[src/rtl/color_fsm_ctrl_pkg.sv]
`default_nettype none
// ============================================================================
// color_fsm_pkg : colour/command encodings and next-colour helpers
// Rev 1.0
// ============================================================================
package color_fsm_pkg;

  typedef enum logic [1:0] {
    BLUE  = 2'd0,
    RED   = 2'd1,
    GREEN = 2'd2
  } color_state_t;

  typedef enum logic [1:0] {
    NOP  = 2'd0,
    FWD  = 2'd1,
    REV  = 2'd2,
    JUMP = 2'd3
  } cmd_t;

  function automatic color_state_t fwd_of(color_state_t s);
    case (s)
      BLUE:    return RED;
      RED:     return GREEN;
      default: return BLUE;
    endcase
  endfunction

  function automatic color_state_t rev_of(color_state_t s);
    case (s)
      BLUE:    return GREEN;
      GREEN:   return RED;
      default: return BLUE;
    endcase
  endfunction

endpackage
`default_nettype wire

[src/rtl/color_fsm_ctrl_if.sv]
`default_nettype none
// ============================================================================
// color_fsm_ctrl_if : command port and status outputs of color_fsm_ctrl
// Rev 1.0
// ============================================================================
interface color_fsm_ctrl_if #(
  parameter int CNT_W = 8,
  parameter int OUT_W = 2
);
  logic             cmd_valid;
  logic [1:0]       cmd;
  logic             cmd_ready;
  logic             clr_count;
  logic [OUT_W-1:0] out;
  logic [1:0]       state;
  logic [CNT_W-1:0] dwell;
  logic [CNT_W-1:0] count;
  logic             count_sat;

  modport master (
    output cmd_valid, cmd, clr_count,
    input  cmd_ready, out, state, dwell, count, count_sat
  );

  modport slave (
    input  cmd_valid, cmd, clr_count,
    output cmd_ready, out, state, dwell, count, count_sat
  );
endinterface
`default_nettype wire

[src/rtl/color_fsm_ctrl_sat_counter.sv]
`default_nettype none
// ============================================================================
// sat_counter : up-counter with synchronous clear, saturates at all ones
// Rev 1.0
// ============================================================================
module sat_counter #(
  parameter int W = 8
) (
  input  wire logic         clk,
  input  wire logic         rst,
  input  wire logic         clr,
  input  wire logic         inc,
  output logic      [W-1:0] cnt
);
  logic [W-1:0] r_cnt;

  always_ff @(posedge clk or negedge rst) begin
    if (!rst) begin
      r_cnt <= '0;
    end else if (clr) begin
      r_cnt <= '0;
    end else if (inc && (r_cnt != '1)) begin
      r_cnt <= r_cnt + W'(1);
    end
  end

  assign cnt = r_cnt;
endmodule
`default_nettype wire

[src/rtl/color_fsm_ctrl.sv]
`default_nettype none
// ============================================================================
// color_fsm_ctrl : three-colour Moore FSM with dwell-gated FWD/REV commands
// Rev 1.0
// ============================================================================
module color_fsm_ctrl
  import color_fsm_pkg::*;
#(
  parameter int               CNT_W       = 8,
  parameter int               MIN_DWELL   = 4,
  parameter int               OUT_W       = 2,
  parameter logic [OUT_W-1:0] BLUE_CODE   = OUT_W'(1),
  parameter logic [OUT_W-1:0] RED_CODE    = OUT_W'(2),
  parameter logic [OUT_W-1:0] GREEN_CODE  = OUT_W'(3),
  parameter color_state_t     RESET_STATE = RED,
  parameter color_state_t     COUNT_STATE = RED
) (
  input wire logic        clk,
  input wire logic        rst,
  color_fsm_ctrl_if.slave bus
);
  color_state_t     r_state;
  color_state_t     w_next;
  cmd_t             w_cmd;
  logic [CNT_W-1:0] w_dwell;
  logic [CNT_W-1:0] w_count;
  logic [OUT_W-1:0] w_out;
  logic             w_legal, w_thr_ok, w_ready, w_jump, w_move, w_dwell_clr;

  assign w_cmd   = cmd_t'(bus.cmd);
  assign w_legal = (r_state == BLUE) || (r_state == RED) || (r_state == GREEN);

  // MIN_DWELL of 1 makes the threshold zero, so the compare is dropped entirely.
  generate
    if (MIN_DWELL <= 1) begin : g_ready_always
      assign w_thr_ok = 1'b1;
    end else begin : g_ready_thr
      localparam logic [CNT_W-1:0] c_READY_THR = CNT_W'(MIN_DWELL - 1);
      assign w_thr_ok = (w_dwell >= c_READY_THR);
    end
  endgenerate

  assign w_ready = w_legal && w_thr_ok;
  assign w_jump  = bus.cmd_valid && (w_cmd == JUMP);
  assign w_move  = bus.cmd_valid && w_ready && ((w_cmd == FWD) || (w_cmd == REV));

  always_ff @(posedge clk or negedge rst) begin
    if (!rst) begin
      r_state <= RESET_STATE;
    end else begin
      r_state <= w_next;
    end
  end

  always_comb begin
    w_next = r_state;
    unique case (r_state)
      BLUE, RED, GREEN: begin
        if (w_jump) begin
          w_next = RESET_STATE;
        end else if (w_move) begin
          w_next = (w_cmd == FWD) ? fwd_of(r_state) : rev_of(r_state);
        end
      end
      default: w_next = RESET_STATE;
    endcase
  end

  always_comb begin
    w_out = '0;
    case (r_state)
      BLUE:    w_out = BLUE_CODE;
      RED:     w_out = RED_CODE;
      GREEN:   w_out = GREEN_CODE;
      default: w_out = '0;
    endcase
  end

  // JUMP restarts the dwell window even when it lands on the current state.
  assign w_dwell_clr = (w_next != r_state) || w_jump;

  sat_counter #(.W(CNT_W)) u_dwell (
    .clk (clk),
    .rst (rst),
    .clr (w_dwell_clr),
    .inc (1'b1),
    .cnt (w_dwell)
  );

  sat_counter #(.W(CNT_W)) u_count (
    .clk (clk),
    .rst (rst),
    .clr (bus.clr_count),
    .inc (r_state == COUNT_STATE),
    .cnt (w_count)
  );

  assign bus.cmd_ready = w_ready;
  assign bus.out       = w_out;
  assign bus.state     = r_state;
  assign bus.dwell     = w_dwell;
  assign bus.count     = w_count;
  assign bus.count_sat = &w_count;
endmodule
`default_nettype wire
[src/flat_wrapper.sv]
// flat-port wrapper written by rule: the top's interface ports become plain ports
module color_fsm_ctrl_flat import color_fsm_pkg::*;
#(
  parameter int               CNT_W       = 8,
  parameter int               MIN_DWELL   = 4,
  parameter int               OUT_W       = 2,
  parameter logic [OUT_W-1:0] BLUE_CODE   = OUT_W'(1),
  parameter logic [OUT_W-1:0] RED_CODE    = OUT_W'(2),
  parameter logic [OUT_W-1:0] GREEN_CODE  = OUT_W'(3),
  parameter color_state_t     RESET_STATE = RED,
  parameter color_state_t     COUNT_STATE = RED
)
  (clk, rst, bus_cmd_valid, bus_cmd, bus_clr_count, bus_cmd_ready, bus_out, bus_state, bus_dwell, bus_count, bus_count_sat);
  color_fsm_ctrl_if #(.CNT_W(CNT_W), .OUT_W(OUT_W)) bus_i ();
  input wire logic clk;
  input wire logic rst;
  input wire logic [$bits(bus_i.cmd_valid)-1:0] bus_cmd_valid;
  input wire logic [$bits(bus_i.cmd)-1:0] bus_cmd;
  input wire logic [$bits(bus_i.clr_count)-1:0] bus_clr_count;
  output wire logic [$bits(bus_i.cmd_ready)-1:0] bus_cmd_ready;
  output wire logic [$bits(bus_i.out)-1:0] bus_out;
  output wire logic [$bits(bus_i.state)-1:0] bus_state;
  output wire logic [$bits(bus_i.dwell)-1:0] bus_dwell;
  output wire logic [$bits(bus_i.count)-1:0] bus_count;
  output wire logic [$bits(bus_i.count_sat)-1:0] bus_count_sat;
  assign bus_i.cmd_valid = bus_cmd_valid;
  assign bus_i.cmd = bus_cmd;
  assign bus_i.clr_count = bus_clr_count;
  assign bus_cmd_ready = bus_i.cmd_ready;
  assign bus_out = bus_i.out;
  assign bus_state = bus_i.state;
  assign bus_dwell = bus_i.dwell;
  assign bus_count = bus_i.count;
  assign bus_count_sat = bus_i.count_sat;
  color_fsm_ctrl #(.CNT_W(CNT_W), .MIN_DWELL(MIN_DWELL), .OUT_W(OUT_W), .BLUE_CODE(BLUE_CODE), .RED_CODE(RED_CODE), .GREEN_CODE(GREEN_CODE), .RESET_STATE(RESET_STATE), .COUNT_STATE(COUNT_STATE)) u_core (.clk(clk), .rst(rst), .bus(bus_i));
endmodule
[config.mk]
export PLATFORM = sky130hd
export DESIGN_NAME = color_fsm_ctrl_flat
export DESIGN_NICKNAME = d
export VERILOG_FILES = /design/src/rtl/color_fsm_ctrl_pkg.sv /design/src/rtl/color_fsm_ctrl_if.sv /design/src/rtl/color_fsm_ctrl_sat_counter.sv /design/src/rtl/color_fsm_ctrl.sv /design/src/flat_wrapper.sv
export SDC_FILE = /design/constraint.sdc
export NUM_CORES = 1
export LEC_CHECK = 0
export ABC_AREA = 1
export CORE_ASPECT_RATIO = 0.7
export CORE_MARGIN = 2
export CORE_UTILIZATION = 41
export CTS_CLUSTER_SIZE = 12
export DETAILED_ROUTE_END_ITERATION = 16
export PLACE_DENSITY_LB_ADDON = 0.1
export SYNTH_ARGS = -nofsm -noshare
export SYNTH_HDL_FRONTEND = slang
export SYNTH_SLANG_ARGS = --single-unit
[constraint.sdc]
create_clock -name clk -period 1.7 [get_ports clk]
set_input_delay 0.34 -clock clk [delete_from_list [all_inputs] [get_ports clk]]
set_output_delay 0.34 -clock clk [all_outputs]
set_load 0.02 [all_outputs]
# After elaboration in Yosys (flattened, before gate mapping)
# Cells that the tools add are included.
# op_classes
n_addsub	2
magnitude_cmp	1
eq_ne	8
muxes	11
reduce_logical	14
# ops
operator	count
$mux W8	4
$add A8 B1 Y8 const B	2
$ne A8 B8 Y1 const B	2
$ge A8 B2 Y1 const B	1
$mux W2	4
$pmux W2 S2	2
$reduce_and A8 Y1	1
$eq A2 B2 Y1 const B	3
$pmux W2 S3	1
$logic_and A1 B1 Y1	5
$eq A2 B1 Y1 const B	2
$logic_or A1 B1 Y1	4
$reduce_bool A2 Y1	2
$reduce_or A3 Y1	1
$logic_not A2 Y1	1
$ne A2 B2 Y1	1
# totals
ff_bits	18
in_bits	6
out_inout_bits	22
word_cells	39

# Longest topological paths before layout
# Gate-level depths: netlist of run 1.
# logic_depth
word_depth	12
depth_mapped	12

# Cells and area by module
# Synthesis of run 1 repeated with hierarchy kept, for this count alone.
# hier_totals
hier_cells	208
area_unflattened_um2	1422.6
# by_module_without_submodules
module	n_inst	cells_each	area_per_inst_um2	seq_area_each_um2
sat_counter	2	74	511.7	200.2
color_fsm_ctrl	1	60	399.1	51.3

# Worst setup path after synthesis of run 1
# No wires, ideal clock.
# synth_timing
path_kind	flip-flop to flip-flop
start	register u_core.r_state[0], in the netlist u_core.bus.state[0]
end	register u_core.u_dwell.r_cnt[3], in the netlist u_core.u_dwell.cnt[3]
setup_ps	121
t_arrival_ps	1520
required_time_ps	1579
slack_ps	58
path_stages_with_launch	11
n_path_buf	0
period_less_slack_ps	1642
path_cell_list	dfstp_2 -> inv_1 -> ha_1 -> inv_1 -> o21ai_0 -> nand4_1 -> nand3_2 -> nand2_1 -> nand2_1 -> nand3_4 -> nor2_1
# synth_between
elab_chain_len	12
# synth_rtl
element	line_no	rtl
start: declaration	color_fsm_ctrl.sv:22	color_state_t r_state;
start signal: assignment	color_fsm_ctrl.sv:51	r_state <= w_next;
$eq A2 B1 Y1 or $logic_not A2 Y1 (tied branches)	-	
$logic_or A1 B1 Y1 (2 in a row)	color_fsm_ctrl.sv:31	assign w_legal = (r_state == BLUE) || (r_state == RED) || (r_state == GREEN);
$logic_and A1 B1 Y1	color_fsm_ctrl.sv:43	assign w_ready = w_legal && w_thr_ok;
$logic_and A1 B1 Y1 (2 in a row)	color_fsm_ctrl.sv:45	assign w_move = bus.cmd_valid && w_ready && ((w_cmd == FWD) || (w_cmd == REV));
$mux W2	color_fsm_ctrl.sv:61	end else if (w_move) begin
$mux W2	color_fsm_ctrl.sv:59	if (w_jump) begin
$mux W2 *	color_fsm_ctrl.sv:57	unique case (r_state)
named net u_core.w_next[0]	color_fsm_ctrl.sv:23	color_state_t w_next;
$ne A2 B2 Y1 *	color_fsm_ctrl.sv:80	assign w_dwell_clr = (w_next != r_state) || w_jump;
$logic_or A1 B1 Y1 *	color_fsm_ctrl.sv:80	
$mux W8 or $reduce_bool A2 Y1 (tied branches)	-	
end signal: assignment	color_fsm_ctrl_sat_counter.sv:23	r_cnt <= r_cnt + W'(1);
end: declaration	color_fsm_ctrl_sat_counter.sv:15	logic [W-1:0] r_cnt;
# Mark *: on every way through the listed nets, which the timed path passes. The rest lies on a longest branch.
# A chain may end at the register's enable or synchronous reset.

# Final worst setup path of run 1
# layout_timing
start	register u_core.r_state[0], in the netlist u_core.bus.state[0]
end	register u_core.u_dwell.r_cnt[7], in the netlist u_core.u_dwell.cnt[7]
# layout_between
elab_chain_len	12
# layout_rtl
element	line_no
$eq A2 B1 Y1 or $logic_not A2 Y1 (tied branches)	-
$logic_or A1 B1 Y1 (2 in a row)	color_fsm_ctrl.sv:31
$logic_and A1 B1 Y1	color_fsm_ctrl.sv:43
$logic_and A1 B1 Y1 (2 in a row)	color_fsm_ctrl.sv:45
$mux W2	color_fsm_ctrl.sv:61
$mux W2	color_fsm_ctrl.sv:59
$mux W2	color_fsm_ctrl.sv:57
$ne A2 B2 Y1 *	color_fsm_ctrl.sv:80
$logic_or A1 B1 Y1 *	color_fsm_ctrl.sv:80
$mux W8 or $reduce_bool A2 Y1 (tied branches)	-
# Every way passes the cells marked *; elsewhere a longest branch is shown, timed or not.

==> flow_metrics.env, run 1 <==
export IMPL_synth_avg_cell_area_sq_um=7.824
export IMPL_clk_latency_ns=0.26
export IMPL_worstPathCellList="inv_4 > buf_6 > ha_4 > nand2_2 > o21ai_2 > nand4_1 > nand4_1 > nand2_2 > nand3_4 > nor2_1"
export IMPL_min_period_ns=1.781
export IMPL_slowest_stage="dfstp_2"
export IMPL_cts_tree="yes"
export IMPL_start_util_pct=42.99
export IMPL_fillCellCount=208
export IMPL_startpoint_type="flip-flop"
export IMPL_endpoint_kind="flip-flop"
export IMPL_synth_edf_count=0
export IMPL_grt_pass1_vias=1241
export IMPL_reg2reg_depth=10
export IMPL_yosys_area_share_adder_pct=11.42
export IMPL_cap_violations=0
export IMPL_dpl_hpwl_um=2339
export IMPL_synth_area_sq_um=1205
export IMPL_antenna_found_initial=0
export IMPL_synth_xor_area_share_pct=2.908
export IMPL_setup_viol=11
export IMPL_synth_nets=171
export IMPL_fin_skew_ns=0.007100
export IMPL_synth_cells=154
export IMPL_p_per_area_nw_per_um2=1187
export IMPL_grt_setup_unrepaired="yes"
export IMPL_final_setup_tns_ns=-0.6817
export IMPL_power_leakage_nw=1.095
export IMPL_layout_setup_ws_ns=-0.08113
export IMPL_critPathBufInv=2
export IMPL_rows=16
export IMPL_cts_buffers=3
export IMPL_finalMaxSlewViolations=0
export IMPL_drt_wl_total_um=3296
export IMPL_min_period_over_period_pct=104.8
export IMPL_synthSimpleGateAreaFrac_pct=29.08
export IMPL_grt_max_degree=19
export IMPL_area_delta_synth_final_pct=66.98
export IMPL_viasPerCell=4.874
export IMPL_final_nets=243
export IMPL_status="finished, violations left"
export IMPL_ys_seq_elements=18
export IMPL_ys_seq_area_share_pct=37.49
export IMPL_gr_total_overflow=0
export IMPL_core_area_sq_um=2803
export IMPL_cts_sinks=18
export IMPL_h_tree_depth=1
export IMPL_drt_iter0_drc=28
export IMPL_cpPeakStageDelay_ns=0.61
export IMPL_synth_compound_gate_area_share_pct=9.138
export IMPL_first_pass_iters=4
export IMPL_synth_mux_area_share_pct=0
export IMPL_die_h_um=49.36
export IMPL_worstMarginPinSlew_ns=0.2814
export IMPL_ys_types=21
export IMPL_synthFlopType="dfrtp_1"
export IMPL_fp_dieArea_sq_um=3395
export IMPL_required_ns=1.88
export IMPL_timing_hold_ws_ns=0.4209
export IMPL_grt_pass1_wl_um=5388
export IMPL_place_congestion=0.8186
export IMPL_reg2reg_from="u_core.bus.state[0]$_DFF_PN1_"
export IMPL_path_clk_slew_ns=0.07
export IMPL_cts_buffer_depth=2
export IMPL_synth_top_family_by_area="simple AND/OR/NAND/NOR gates"
export IMPL_min_path_type="in -> async"
export IMPL_io_buffers=27
export IMPL_violations="negative setup slack"
export IMPL_critPathArrivalTime_ns=1.96
export IMPL_wire_per_inst_um=12.63
export IMPL_antenna_cells=0
export IMPL_die_w_um=68.80
export IMPL_drc_errors=0
export IMPL_track_usage_pct=21.07
export IMPL_reg2reg_slack_ns=-0.08
export IMPL_max_slew_margin_rel_pct=81.04
export IMPL_drive_gt1_share_pct=37.78
export IMPL_hold_viol=0
export IMPL_criticalPathCategory="reg -> reg"
export IMPL_critPathTopFamily="simple AND/OR/NAND/NOR gates"
export IMPL_ir_drop_mv=0.8709
export IMPL_async_flop_share_pct=100.0
export IMPL_cts_root_buf="clkbuf_8"
export IMPL_crit_fanout=8
export IMPL_yosys_warnings=0
export IMPL_io_pins=28
export IMPL_detail_route_antenna_nets=0
export IMPL_reg2reg_to="u_core.u_dwell.cnt[7]$_DFFE_PN0P_"
export IMPL_vias=1272
export IMPL_fmax_ghz=0.5614
==> cells by family (layout without fill, tap and decap cells) <==
group	after synthesis	after routing
buffers and inverters	32	103
XOR/XNOR	4	4
AO/OA/AOI/OAI	20	20
adder cells (fa/ha/maj)	11	11
flip-flops	18	18
AND/OR/NAND/NOR	69	69
==> what timing repair did <==
item,4_1_cts,5_1_grt
setup buffers,2,4
pin swaps,9,17
gates resized for setup,29,40
hold buffers,0,0
setup endpoints to repair,15,21
endpoints found under the hold margin,0,0
==> report_power, final <==
| part | switching [mW] | internal (mW) | total [mW] |
|---|---|---|---|
| Combinational | 0.761 | 0.697 | 1.46 |
| Clock | 0.141 | 0.206 | 0.347 |
| Sequential | 0.0727 | 0.510 | 0.583 |
==> sequential cells by signal, summed over array words and instances (netlist names) <==
signal,count
u_core.u_count.cnt,8
u_core.u_dwell.cnt,8
u_core.bus.state,2
==> through the flow <==
step	util, %	setup WS [ns]	cells	area [sq um]	total power [mW]
2_1_floorplan	-	0.05845	154	1205	1.194
3_3_place_gp	63.35	-0.3559	251	1775	1.754
3_5_place_dp	63.35	-0.4272	251	1775	1.785
4_1_cts	66.03	-0.002118	257	1851	2.158
5_1_grt	71.79	-0.1597	261	2012	2.553
6_report	71.79	-0.08113	261	2012	2.388
==> synth_stat cells (3+ instances only) <==
library cell / n / area share, %
a21oi_1: 5 / 2.1
dfrtp_1: 17 / 35
ha_1: 11 / 11
inv_1: 32 / 10
nand2_1: 20 / 6.2
nand2_2: 5 / 2.6
nand3_1: 10 / 4.2
nand4_1: 5 / 2.6
nor2_1: 19 / 5.9
nor3_2: 3 / 2.5
o21ai_0: 11 / 4.6
xor2_1: 3 / 2.2
==> area by class of cell <==
class                      count  area, sq um  area share [%]
clock buffer                   4        55.05           2.736
inverter                      32        122.6           6.095
multi-input combinational    104        740.7           36.82
sequential                    18        452.9           22.51
tap                           36        45.04           2.239
timing repair buffer          67        595.6           29.60
==> worst register-to-register path: stages (launching register included) <==
cell     delay, ns
dfstp_2       0.61
inv_4         0.06
buf_6         0.12
ha_4          0.15
nand2_2       0.05
o21ai_2       0.05
nand4_1       0.15
nand4_1       0.15
nand2_2       0.12
nand3_4       0.12
nor2_1        0.12
==> worst max path at each step <==
stage,start,endpoint,slack [ns],depth (start not counted)
floorplan,u_core.bus.state[0]$_DFF_PN1_,u_core.u_dwell.cnt[3]$_DFFE_PN0P_,0.06,10
global placement,bus_cmd[1],u_core.u_dwell.cnt[3]$_DFFE_PN0P_,-0.36,11
detailed placement,bus_cmd[1],u_core.u_dwell.cnt[3]$_DFFE_PN0P_,-0.43,11
CTS,u_core.bus.state[0]$_DFF_PN1_,bus_out[0],-0.002,5
global route,u_core.bus.state[0]$_DFF_PN1_,u_core.u_dwell.cnt[4]$_DFFE_PN0P_,-0.16,10
finish,u_core.bus.state[0]$_DFF_PN1_,u_core.u_dwell.cnt[7]$_DFFE_PN0P_,-0.08,10
==> cells in the final DEF, fill, tap and decap left out, drive strengths merged, types with 5 or more instances in the layout <==
cell	n
buf	44
nor2	20
ha	11
a21oi	5
nand2	25
clkdlybuf4s50	11
dlymetal6s2s	9
nor3	5
nand3	13
inv	32
nand4	5
dfrtp	17
o21ai	11
==> metal layers <==
layer / vias to the layer above / global-route usage, % / wire length, um
met3: 9 / 4.619 / 115
met2: 27 / 33.49 / 1577
li1: 636 / - / -
met1: 600 / 28.65 / 1528
met4: 0 / 5.882 / 75
met5: - / 0 / 0
(Power assumes the default switching activity.)
==> inputs of run 2 (changes only) <==
Settings changed: GPL_TIMING_DRIVEN set to 0.
==> run 2 against run 1 <==
  * The run still ends with negative setup slack left
  * Clock skew fell by 0.0037 ns
  * Clock power rose by 3%
  * Power fell by 9.9%
  * Flip-flop and latch count did not move
  * Largest power group unchanged
==> flow_metrics.env, run 2 (same netlist as run 1, synthesis figures left out) <==
export IMPL_status="finished, violations left"
export IMPL_violations="negative setup slack"
export IMPL_cts_root_buf="clkbuf_8"
export IMPL_post_place_cells=217
export IMPL_power_leakage_nw=0.8588
export IMPL_preCtsSetupSlack_ns=-0.4495
export IMPL_min_path_type="in -> async"
export IMPL_slowest_stage="dfstp_2"
export IMPL_final_common_cell="inv_1"
export IMPL_finalCoreUtilization_pct=62.37
export IMPL_criticalPathCategory="reg -> reg"
export IMPL_worstPathCellList="inv_2 > buf_6 > ha_4 > nand2_2 > o21ai_2 > nand4_1 > nand4_1 > nand2_2 > nand3_4 > nor2_1"
export IMPL_stdcell_count=228
export IMPL_cap_violations=0
export IMPL_vias=1128
export IMPL_regArea_sq_um=452.9
export IMPL_clk_latency_ns=0.26
export IMPL_core_area_sq_um=2803
export IMPL_mostFrequentLayoutCells="inv_1, nand2_1, dfrtp_1"
export IMPL_min_period_ns=1.749
export IMPL_hold_viol=0
export IMPL_io_pins=28
export IMPL_drive_gt1_share_pct=27.60
export IMPL_die_h_um=49.36
export IMPL_ir_drop_mv=0.7661
export IMPL_reg2reg_from="u_core.bus.state[0]$_DFF_PN1_"
export IMPL_gr_total_overflow=0
export IMPL_detail_route_antenna_nets=0
export IMPL_startpoint_type="flip-flop"
export IMPL_h_tree_depth=1
export IMPL_grt_max_degree=19
export IMPL_hold_buffers=0
export IMPL_min_period_over_period_pct=102.9
export IMPL_grt_setup_unrepaired="yes"
export IMPL_worstMarginPinSlew_ns=0.8431
export IMPL_cts_sinks=18
export IMPL_setup_viol=9
export IMPL_crit_fanout=8
export IMPL_p_per_area_nw_per_um2=1230
export IMPL_fillCellCount=257
export IMPL_drt_iter0_drc=33
export IMPL_antenna_cells=0
export IMPL_cts_tree="yes"
export IMPL_endpoint_kind="flip-flop"
export IMPL_finalMaxSlewViolations=0
export IMPL_viasPerCell=4.947
export IMPL_cts_buffers=3
export IMPL_multi_input_area_sq_um=732.0
export IMPL_rows=16
export IMPL_reg2reg_depth=10
export IMPL_fin_skew_ns=0.003411
export IMPL_layout_setup_ws_ns=-0.04882
export IMPL_start_util_pct=42.99
export IMPL_first_pass_iters=6
export IMPL_critPathArrivalTime_ns=1.94
export IMPL_required_ns=1.89
export IMPL_final_nets=210
export IMPL_path_clk_slew_ns=0.07
export IMPL_area_delta_synth_final_pct=45.07
export IMPL_startpoint="u_core.bus.state[0]$_DFF_PN1_"
export IMPL_max_slew_margin_rel_pct=43.62
export IMPL_reg2reg_to="u_core.u_dwell.cnt[1]$_DFFE_PN0P_"
export IMPL_io_buffers=27
export IMPL_reg2reg_slack_ns=-0.05
export IMPL_wire_per_inst_um=12.38
export IMPL_cpPeakStageDelay_ns=0.59
export IMPL_die_w_um=68.80
export IMPL_dpl_hpwl_um=1956
export IMPL_total_power_mw=2.150
export IMPL_critPathTopFamily="simple AND/OR/NAND/NOR gates"
export IMPL_drc_errors=0
export IMPL_fp_dieArea_sq_um=3395
export IMPL_track_usage_pct=18.23
export IMPL_drt_wl_total_um=2822
export IMPL_antenna_found_initial=0
export IMPL_fmax_ghz=0.5718
export IMPL_final_setup_tns_ns=-0.2820
export IMPL_grt_pass1_wl_um=4671
export IMPL_critPathBufInv=2
export IMPL_grt_pass1_vias=1103
export IMPL_cts_buffer_depth=2
export IMPL_place_congestion=0.8523
## run 2: area by class of cell
cell class / instances / area share, %
Multi-Input combinational cell: 104 / 41.88
Timing Repair Buffer: 34 / 19.47
Inverter: 32 / 7.015
Tap cell: 36 / 2.577
Clock buffer: 4 / 3.150
Sequential cell: 18 / 25.91
## run 2: report_power, final
group	total, mW	internal, mW	leakage (nW)	switching (mW)
registers	0.600	0.510	0.240	0.0906
logic	1.19	0.516	0.590	0.678
clock network	0.357	0.206	0.0288	0.151
total	2.15	1.23	0.859	0.919
## run 2: worst max path at each step
| stage | endpoint | cells past startpoint |
|---|---|---|
| finish | u_core.u_dwell.cnt[1]$_DFFE_PN0P_ | 10 |
| global route | u_core.u_dwell.cnt[1]$_DFFE_PN0P_ | 10 |
| CTS | u_core.u_dwell.cnt[0]$_DFFE_PN0P_ | 10 |
| detailed placement | u_core.u_dwell.cnt[6]$_DFFE_PN0P_ | 11 |
| global placement | u_core.u_dwell.cnt[6]$_DFFE_PN0P_ | 11 |
| floorplan | u_core.u_dwell.cnt[3]$_DFFE_PN0P_ | 10 |
## run 2: through the flow
step,instance area [sq um],hold WS (ns)
floorplan,1205,0.04441
global placement,1520,0.5436
detailed placement,1520,0.5769
CTS,1654,0.5921
global route,1748,0.6253
finish,1748,0.5626
## run 2: worst reg2reg max path, cell delays in order (launching register included)
cell and delay, ns:
dfstp_2 0.59, inv_2 0.07, buf_6 0.12, ha_4 0.15, nand2_2 0.05, o21ai_2 0.05, nand4_1 0.13, nand4_1 0.14
nand2_2 0.12, nand3_4 0.14, nor2_1 0.13
## run 2: timing repair
| item | CTS | global route |
|---|---|---|
| gates cloned | 0 | 0 |
| gates resized for setup | 36 | 29 |
| setup buffers | 7 | 0 |
| pin swaps | 12 | 11 |
| setup endpoints to repair | 13 | 17 |
## run 2: layer usage
metal	share of wire (%)	global-route usage (%)	vias to the layer above
li1	-	-	568
met1	49	23.52	539
met2	46	29.81	19
met3	4.1	5.312	2
met4	0.46	4.248	0
met5	0	0	-
